### src/rtl/spi_slave_port.sv
// SPI slave port: receives a fixed-length frame from an SPI master and
// returns a response word in the tail of the same frame. All SPI pins are
// asynchronous to clk and are resynchronised before use.
module spi_slave_port #(
    parameter int FRAME_BITS = 16,
    parameter int RESP_BITS  = 8
) (
    input  logic                  clk,
    input  logic                  rst,
    input  logic                  ss_n,
    input  logic                  sclk,
    input  logic                  sdi,
    output logic                  sdo,
    input  logic [RESP_BITS-1:0]  txdata,
    output logic [FRAME_BITS-1:0] rxdata,
    output logic                  rx_valid,
    output logic                  busy,
    output logic                  frame_err
);

    localparam int CW = $clog2(FRAME_BITS + 1);
    localparam logic [CW-1:0] FRAME_LAST = CW'(FRAME_BITS - 1);
    localparam logic [CW-1:0] FRAME_MAX  = CW'(FRAME_BITS);
    localparam logic [CW-1:0] RESP_START = CW'(FRAME_BITS - RESP_BITS);

    typedef enum logic [1:0] {
        IDLE,
        SHIFT,
        DONE
    } state_t;

    logic ss_meta_q, ss_sync_q;
    logic sclk_meta_q, sclk_sync_q, sclk_prev_q;
    logic sdi_meta_q, sdi_sync_q;
    logic sclk_rise, sclk_fall;

    state_t                  state_q, state_d;
    logic [RESP_BITS-1:0]    tx_shift_q, tx_shift_d;
    logic [FRAME_BITS-1:0]   rx_shift_q, rx_shift_d;
    logic [FRAME_BITS-1:0]   rx_next;
    logic [CW-1:0]           rise_cnt_q, rise_cnt_d;
    logic [CW-1:0]           fall_cnt_q, fall_cnt_d;
    logic [FRAME_BITS-1:0]   rxdata_q, rxdata_d;
    logic                    sdo_q, sdo_d;
    logic                    rx_valid_q, rx_valid_d;
    logic                    busy_q, busy_d;
    logic                    frame_err_q, frame_err_d;

    // Two-flop synchronisers plus a delayed sclk copy for edge detection;
    // idle-high lines reset high so no spurious edge or frame start appears.
    always_ff @(posedge clk or negedge rst) begin
        if (!rst) begin
            ss_meta_q   <= 1'b1;
            ss_sync_q   <= 1'b1;
            sclk_meta_q <= 1'b1;
            sclk_sync_q <= 1'b1;
            sclk_prev_q <= 1'b1;
            sdi_meta_q  <= 1'b0;
            sdi_sync_q  <= 1'b0;
        end else begin
            ss_meta_q   <= ss_n;
            ss_sync_q   <= ss_meta_q;
            sclk_meta_q <= sclk;
            sclk_sync_q <= sclk_meta_q;
            sclk_prev_q <= sclk_sync_q;
            sdi_meta_q  <= sdi;
            sdi_sync_q  <= sdi_meta_q;
        end
    end

    assign sclk_rise = sclk_sync_q & ~sclk_prev_q;
    assign sclk_fall = ~sclk_sync_q & sclk_prev_q;
    assign rx_next   = (rx_shift_q << 1) | FRAME_BITS'(sdi_sync_q);

    // Frame state register and all datapath registers.
    always_ff @(posedge clk or negedge rst) begin
        if (!rst) begin
            state_q     <= IDLE;
            tx_shift_q  <= '0;
            rx_shift_q  <= '0;
            rise_cnt_q  <= '0;
            fall_cnt_q  <= '0;
            rxdata_q    <= '0;
            sdo_q       <= 1'b1;
            rx_valid_q  <= 1'b0;
            busy_q      <= 1'b0;
            frame_err_q <= 1'b0;
        end else begin
            state_q     <= state_d;
            tx_shift_q  <= tx_shift_d;
            rx_shift_q  <= rx_shift_d;
            rise_cnt_q  <= rise_cnt_d;
            fall_cnt_q  <= fall_cnt_d;
            rxdata_q    <= rxdata_d;
            sdo_q       <= sdo_d;
            rx_valid_q  <= rx_valid_d;
            busy_q      <= busy_d;
            frame_err_q <= frame_err_d;
        end
    end

    // Next-state logic: a completing rising edge wins over a simultaneous
    // ss_n release so that frame still counts as good.
    always_comb begin
        state_d     = state_q;
        tx_shift_d  = tx_shift_q;
        rx_shift_d  = rx_shift_q;
        rise_cnt_d  = rise_cnt_q;
        fall_cnt_d  = fall_cnt_q;
        rxdata_d    = rxdata_q;
        sdo_d       = sdo_q;
        busy_d      = busy_q;
        rx_valid_d  = 1'b0;
        frame_err_d = 1'b0;

        case (state_q)
            IDLE: begin
                sdo_d = 1'b1;
                if (!ss_sync_q) begin
                    tx_shift_d = txdata;
                    rx_shift_d = '0;
                    rise_cnt_d = '0;
                    fall_cnt_d = '0;
                    busy_d     = 1'b1;
                    state_d    = SHIFT;
                end
            end
            SHIFT: begin
                if (sclk_rise && rise_cnt_q == FRAME_LAST) begin
                    rx_shift_d = rx_next;
                    rxdata_d   = rx_next;
                    rx_valid_d = 1'b1;
                    rise_cnt_d = FRAME_MAX;
                    sdo_d      = 1'b1;
                    state_d    = DONE;
                end else if (ss_sync_q) begin
                    frame_err_d = 1'b1;
                    sdo_d       = 1'b1;
                    busy_d      = 1'b0;
                    state_d     = IDLE;
                end else if (sclk_rise) begin
                    rx_shift_d = rx_next;
                    if (rise_cnt_q < FRAME_MAX) begin
                        rise_cnt_d = rise_cnt_q + CW'(1);
                    end
                end else if (sclk_fall) begin
                    if (fall_cnt_q < RESP_START) begin
                        sdo_d = 1'b1;
                    end else begin
                        sdo_d      = tx_shift_q[RESP_BITS-1];
                        tx_shift_d = tx_shift_q << 1;
                    end
                    if (fall_cnt_q < FRAME_MAX) begin
                        fall_cnt_d = fall_cnt_q + CW'(1);
                    end
                end
            end
            DONE: begin
                sdo_d = 1'b1;
                if (ss_sync_q) begin
                    busy_d  = 1'b0;
                    state_d = IDLE;
                end
            end
            default: begin
                state_d = IDLE;
            end
        endcase
    end

    assign sdo       = sdo_q;
    assign rxdata    = rxdata_q;
    assign rx_valid  = rx_valid_q;
    assign busy      = busy_q;
    assign frame_err = frame_err_q;

endmodule
### config.mk
export PLATFORM = sky130hd
export DESIGN_NAME = spi_slave_port
export DESIGN_NICKNAME = d
export VERILOG_FILES = /design/src/rtl/spi_slave_port.sv
export SDC_FILE = /design/constraint.sdc
export NUM_CORES = 1
export LEC_CHECK = 0
export BUFFER_PORTS_ARGS = -buffer_cell sky130_fd_sc_hd__buf_2
export CELL_PAD_IN_SITES_DETAIL_PLACEMENT = 1
export CELL_PAD_IN_SITES_GLOBAL_PLACEMENT = 1
export CORE_MARGIN = 1.5
export CORE_UTILIZATION = 49
export DETAILED_ROUTE_END_ITERATION = 10
export PLACE_DENSITY_LB_ADDON = 0.1
export SYNTH_ARGS = -nofsm -noshare
export SYNTH_HDL_FRONTEND = slang
export SYNTH_SLANG_ARGS = --single-unit
### constraint.sdc
create_clock -name clk -period 5.4 [get_ports clk]
set_input_delay 0 -clock clk [delete_from_list [all_inputs] [get_ports clk]]
set_output_delay 0 -clock clk [all_outputs]
set_load 0.02 [all_outputs]
==> impl_metrics.py <==
metrics = {
    "outcome": {
        "status": "completed",
    },
    "placed_design": {
        "dpl.hpwl_um": 3856,
        "gp_congestion": 0.7091,
        "dp_cells": 343,
        "place_ws_ns": 2.652,
        "place_area_sq_um": 2998,
        "port_buffers": 32,
    },
    "yosys": {
        "synthTopCellsByArea": "dfrtp_1 50%, dfstp_2 5.6%, nand2_1 4.9%",
        "yosysTopAreaCell": "dfrtp_1",
        "syn_inst": 251,
        "netlist.area_leader.share": 0.4954,
        "yosysSeqAreaShare": 0.5511,
        "ys_ff_latch": 62,
        "syn_avg_cell_area_sq_um": 11.27,
        "ys_types": 47,
        "synthesis.nets": 271,
        "synth-edff-count": 0,
        "async_flop_share": 1.000,
        "syn-cell-area_sq_um": 2829,
        "synthMostInstantiatedCell": "dfrtp_1",
        "ys.flop_type": "dfrtp_1",
        "ys_warn_count": 0,
        "synth_common_cells": "56 x dfrtp_1, 37 x nand2_1, 21 x o21ai_0, 11 x nand2b_1, 10 x o22ai_1",
    },
    "floorplan": {
        "die_area_sq_um": 6238,
        "rows": 27,
        "fp.dieH_um": 78.98,
        "die_x_um": 78.98,
        "core_area_sq_um": 5540,
        "num_io_pins": 33,
        "initial_core_util": 0.5106,
    },
    "finish": {
        "register_area_sq_um": 1559,
        "nNetsFinal": 307,
        "instances_no_fill": 363,
        "area_delta_synth_final_pct": 16.76,
        "fillers": 623,
        "multi_input_area_sq_um": 1144,
        "diodes": 0,
        "utilization": 0.5962,
        "fin_area_sq_um": 3303,
        "drive_above_1_share": 0.2749,
    },
    "sta": {
        "layout_setup_ws_ns": 2.629,
        "max_freq_mhz": 360.9,
        "fin_crit_sh": 0.5132,
        "setup_tns_ns": 0,
        "worst_pin_slew_ns": 1.113,
        "report.final.hold_viol_count": 0,
        "maxSlewViolCount": 0,
        "setup_violations": 0,
        "rsz0062_at_grt": "false",
        "fin_skew_ns": 0.01114,
        "layout_min_cycle_time_ns": 2.771,
        "maxSlewHeadroom": 0.2579,
    },
    "clock_network": {
        "clock_path_buffers": 2,
        "cts_hold_buf": 5,
        "h-tree-depth": 3,
        "cts_tree": "done",
        "ctsResizeCount": 0,
        "cts_buffers": 9,
        "clk_pin_slew_ns": 0.07,
        "cts_root_buffer": "clkbuf_8",
        "post_cts_buffers": 0,
        "cts_sinks": 62,
        "clock_latency_ns": 0.34,
    },
    "global_routing": {
        "grt_pass1_wl_um": 10300,
        "groute.usage.overall": 0.2144,
        "antenna_found_initial": 0,
        "grt_max_degree": 63,
        "overflow": 0,
        "grt_pass1_vias": 2198,
    },
    "drt": {
        "antenna_left": 0,
        "drtIter0Drc": 76,
        "drt_wl_total_um": 6011,
        "remaining_drc_errors": 0,
        "first_pass_iters": 4,
        "routed_via_density": 5.639,
        "wl_per_cell_um": 16.56,
        "vias": 2047,
    },
    "run": {
        "cap_viol_max_count": 0,
    },
    "power": {
        "leakage_uw": 0.001569,
        "power_density_nw_per_um2": 434.2,
        "pwr-share-comb": 0.226,
        "swShare": 0.2939,
        "p_int_uw": 1013,
        "switchingPower_uw": 421.5,
        "vdd_drop_max_uv": 219.5,
        "seq_power_share": 0.413,
        "power_frac_clock": 0.361,
    },
    "setup_path": {
        "path_cells": "inv_1 -> ha_1 -> nand3b_1 -> a21oi_2 -> o21ai_0",
        "crit_required_ns": 5.55,
        "cp-start-kind": "flop",
        "critical-path-slowest-cell": "a21oi_2",
        "cp.arrival_ns": 2.92,
        "cp_num_buf_inv": 1,
        "rrSetupSlack_ns": 2.63,
        "path_max_fanout": 31,
        "worstSetupEndpointType": "flop",
        "criticalPathCategory": "flop to flop",
        "crit_family": "compound AO/OA/AOI/OAI gates",
        "cp_slowest_stage_delay_ns": 0.85,
    },
    "min_path": {
        "hold_class": "input pin to flop",
    },
}
## metrics by stage
| stage | power [uW] | hold WS [ns] |
|---|---|---|
| floorplan | 839.1 | -0.2956 |
| global placement | 904.5 | 0.1056 |
| detailed placement | 920.3 | 0.1062 |
| CTS | 1446 | 0.06193 |
| global route | 1517 | 0.09229 |
| finish | 1434 | 0.06912 |
## power by group through the flow
stage                     clock network [uW]  registers (uW)  logic [uW]
after global placement                     0             595         310
after floorplan                            0             586         253
after CTS                                526             592         328
after global routing                     549             601         367
final                                    517             592         325
after detailed placement                   0             599         321
## kinds of logic (layout without fill, tap and decap cells)
group / after synthesis / in the layout / share of synthesized area
flops: 62 / 62 / 0.5511
simple gates: 80 / 80 / 0.1455
mux: 17 / 17 / 0.07961
fa+ha+maj: 7 / 7 / 0.03096
compound gates: 62 / 62 / 0.1468
buf+inv: 23 / 63 / 0.04599
## metal layers
| layer | global-route usage | share of wire | vias to the layer above |
|---|---|---|---|
| met4 | 0.1053 | 0.020 | 0 |
| met1 | 0.2646 | 0.46 | 1045 |
| met3 | 0.04138 | 0.024 | 12 |
| met2 | 0.3598 | 0.50 | 31 |
| li1 | - | - | 959 |
| met5 | 0 | 0 | - |
## placed cells by master (no fill, tap or decap), types with 3 or more instances in the layout
cell,netlist,final
a21oi_1,8,7
buf_2,2,32
bufinv_16,0,3
clkbuf_8,0,12
dfrtp_1,56,56
dfstp_2,6,6
dlygate4sd3_1,0,5
ha_1,7,7
inv_1,9,9
mux2_2,8,8
mux2_4,9,9
nand2_1,37,37
nand2b_1,11,11
nand3_1,3,3
nand4_1,3,3
nor2_1,7,7
nor3_1,3,3
o211ai_1,3,3
o21ai_0,21,21
o221a_1,7,7
o22ai_1,10,10
## worst register-to-register path: stages, from the launching register on
cell and delay, ns:
dfrtp_1 0.43, inv_1 0.11, ha_1 0.66, nand3b_1 0.23
a21oi_2 0.85, o21ai_0 0.31
## sequential cells by signal (all words and copies together), names as in the netlist, 2 cells and up
register,cells
fall_cnt_q,5
rise_cnt_q,5
rx_shift_q,15
rxdata,16
state_q,2
tx_shift_q,8
## layout make-up
type | count | area share
Tap cell | 72 | 0.02727
Inverter | 10 | 0.01136
Timing Repair Buffer | 38 | 0.06591
Clock inverter | 3 | 0.02727
Sequential cell | 62 | 0.4720
Clock buffer | 12 | 0.05000
Multi-Input combinational cell | 166 | 0.3462
## path summary, 6_finish.rpt
| check | cells after the start | to | start |
|---|---|---|---|
| min | 4 | tx_shift_q[6] | txdata[6] |
| max | 5 | rx_shift_q[14] | state_q[1] |
| min reg2reg | 0 | sclk_sync_q | sclk_meta_q |
| max in group asynchronous | 3 | rxdata[6] | rst |
| max reg2reg | 5 | rx_shift_q[14] | state_q[1] |
| min in group asynchronous | 3 | rxdata[12] | rst |
(Power assumes the default switching activity.)
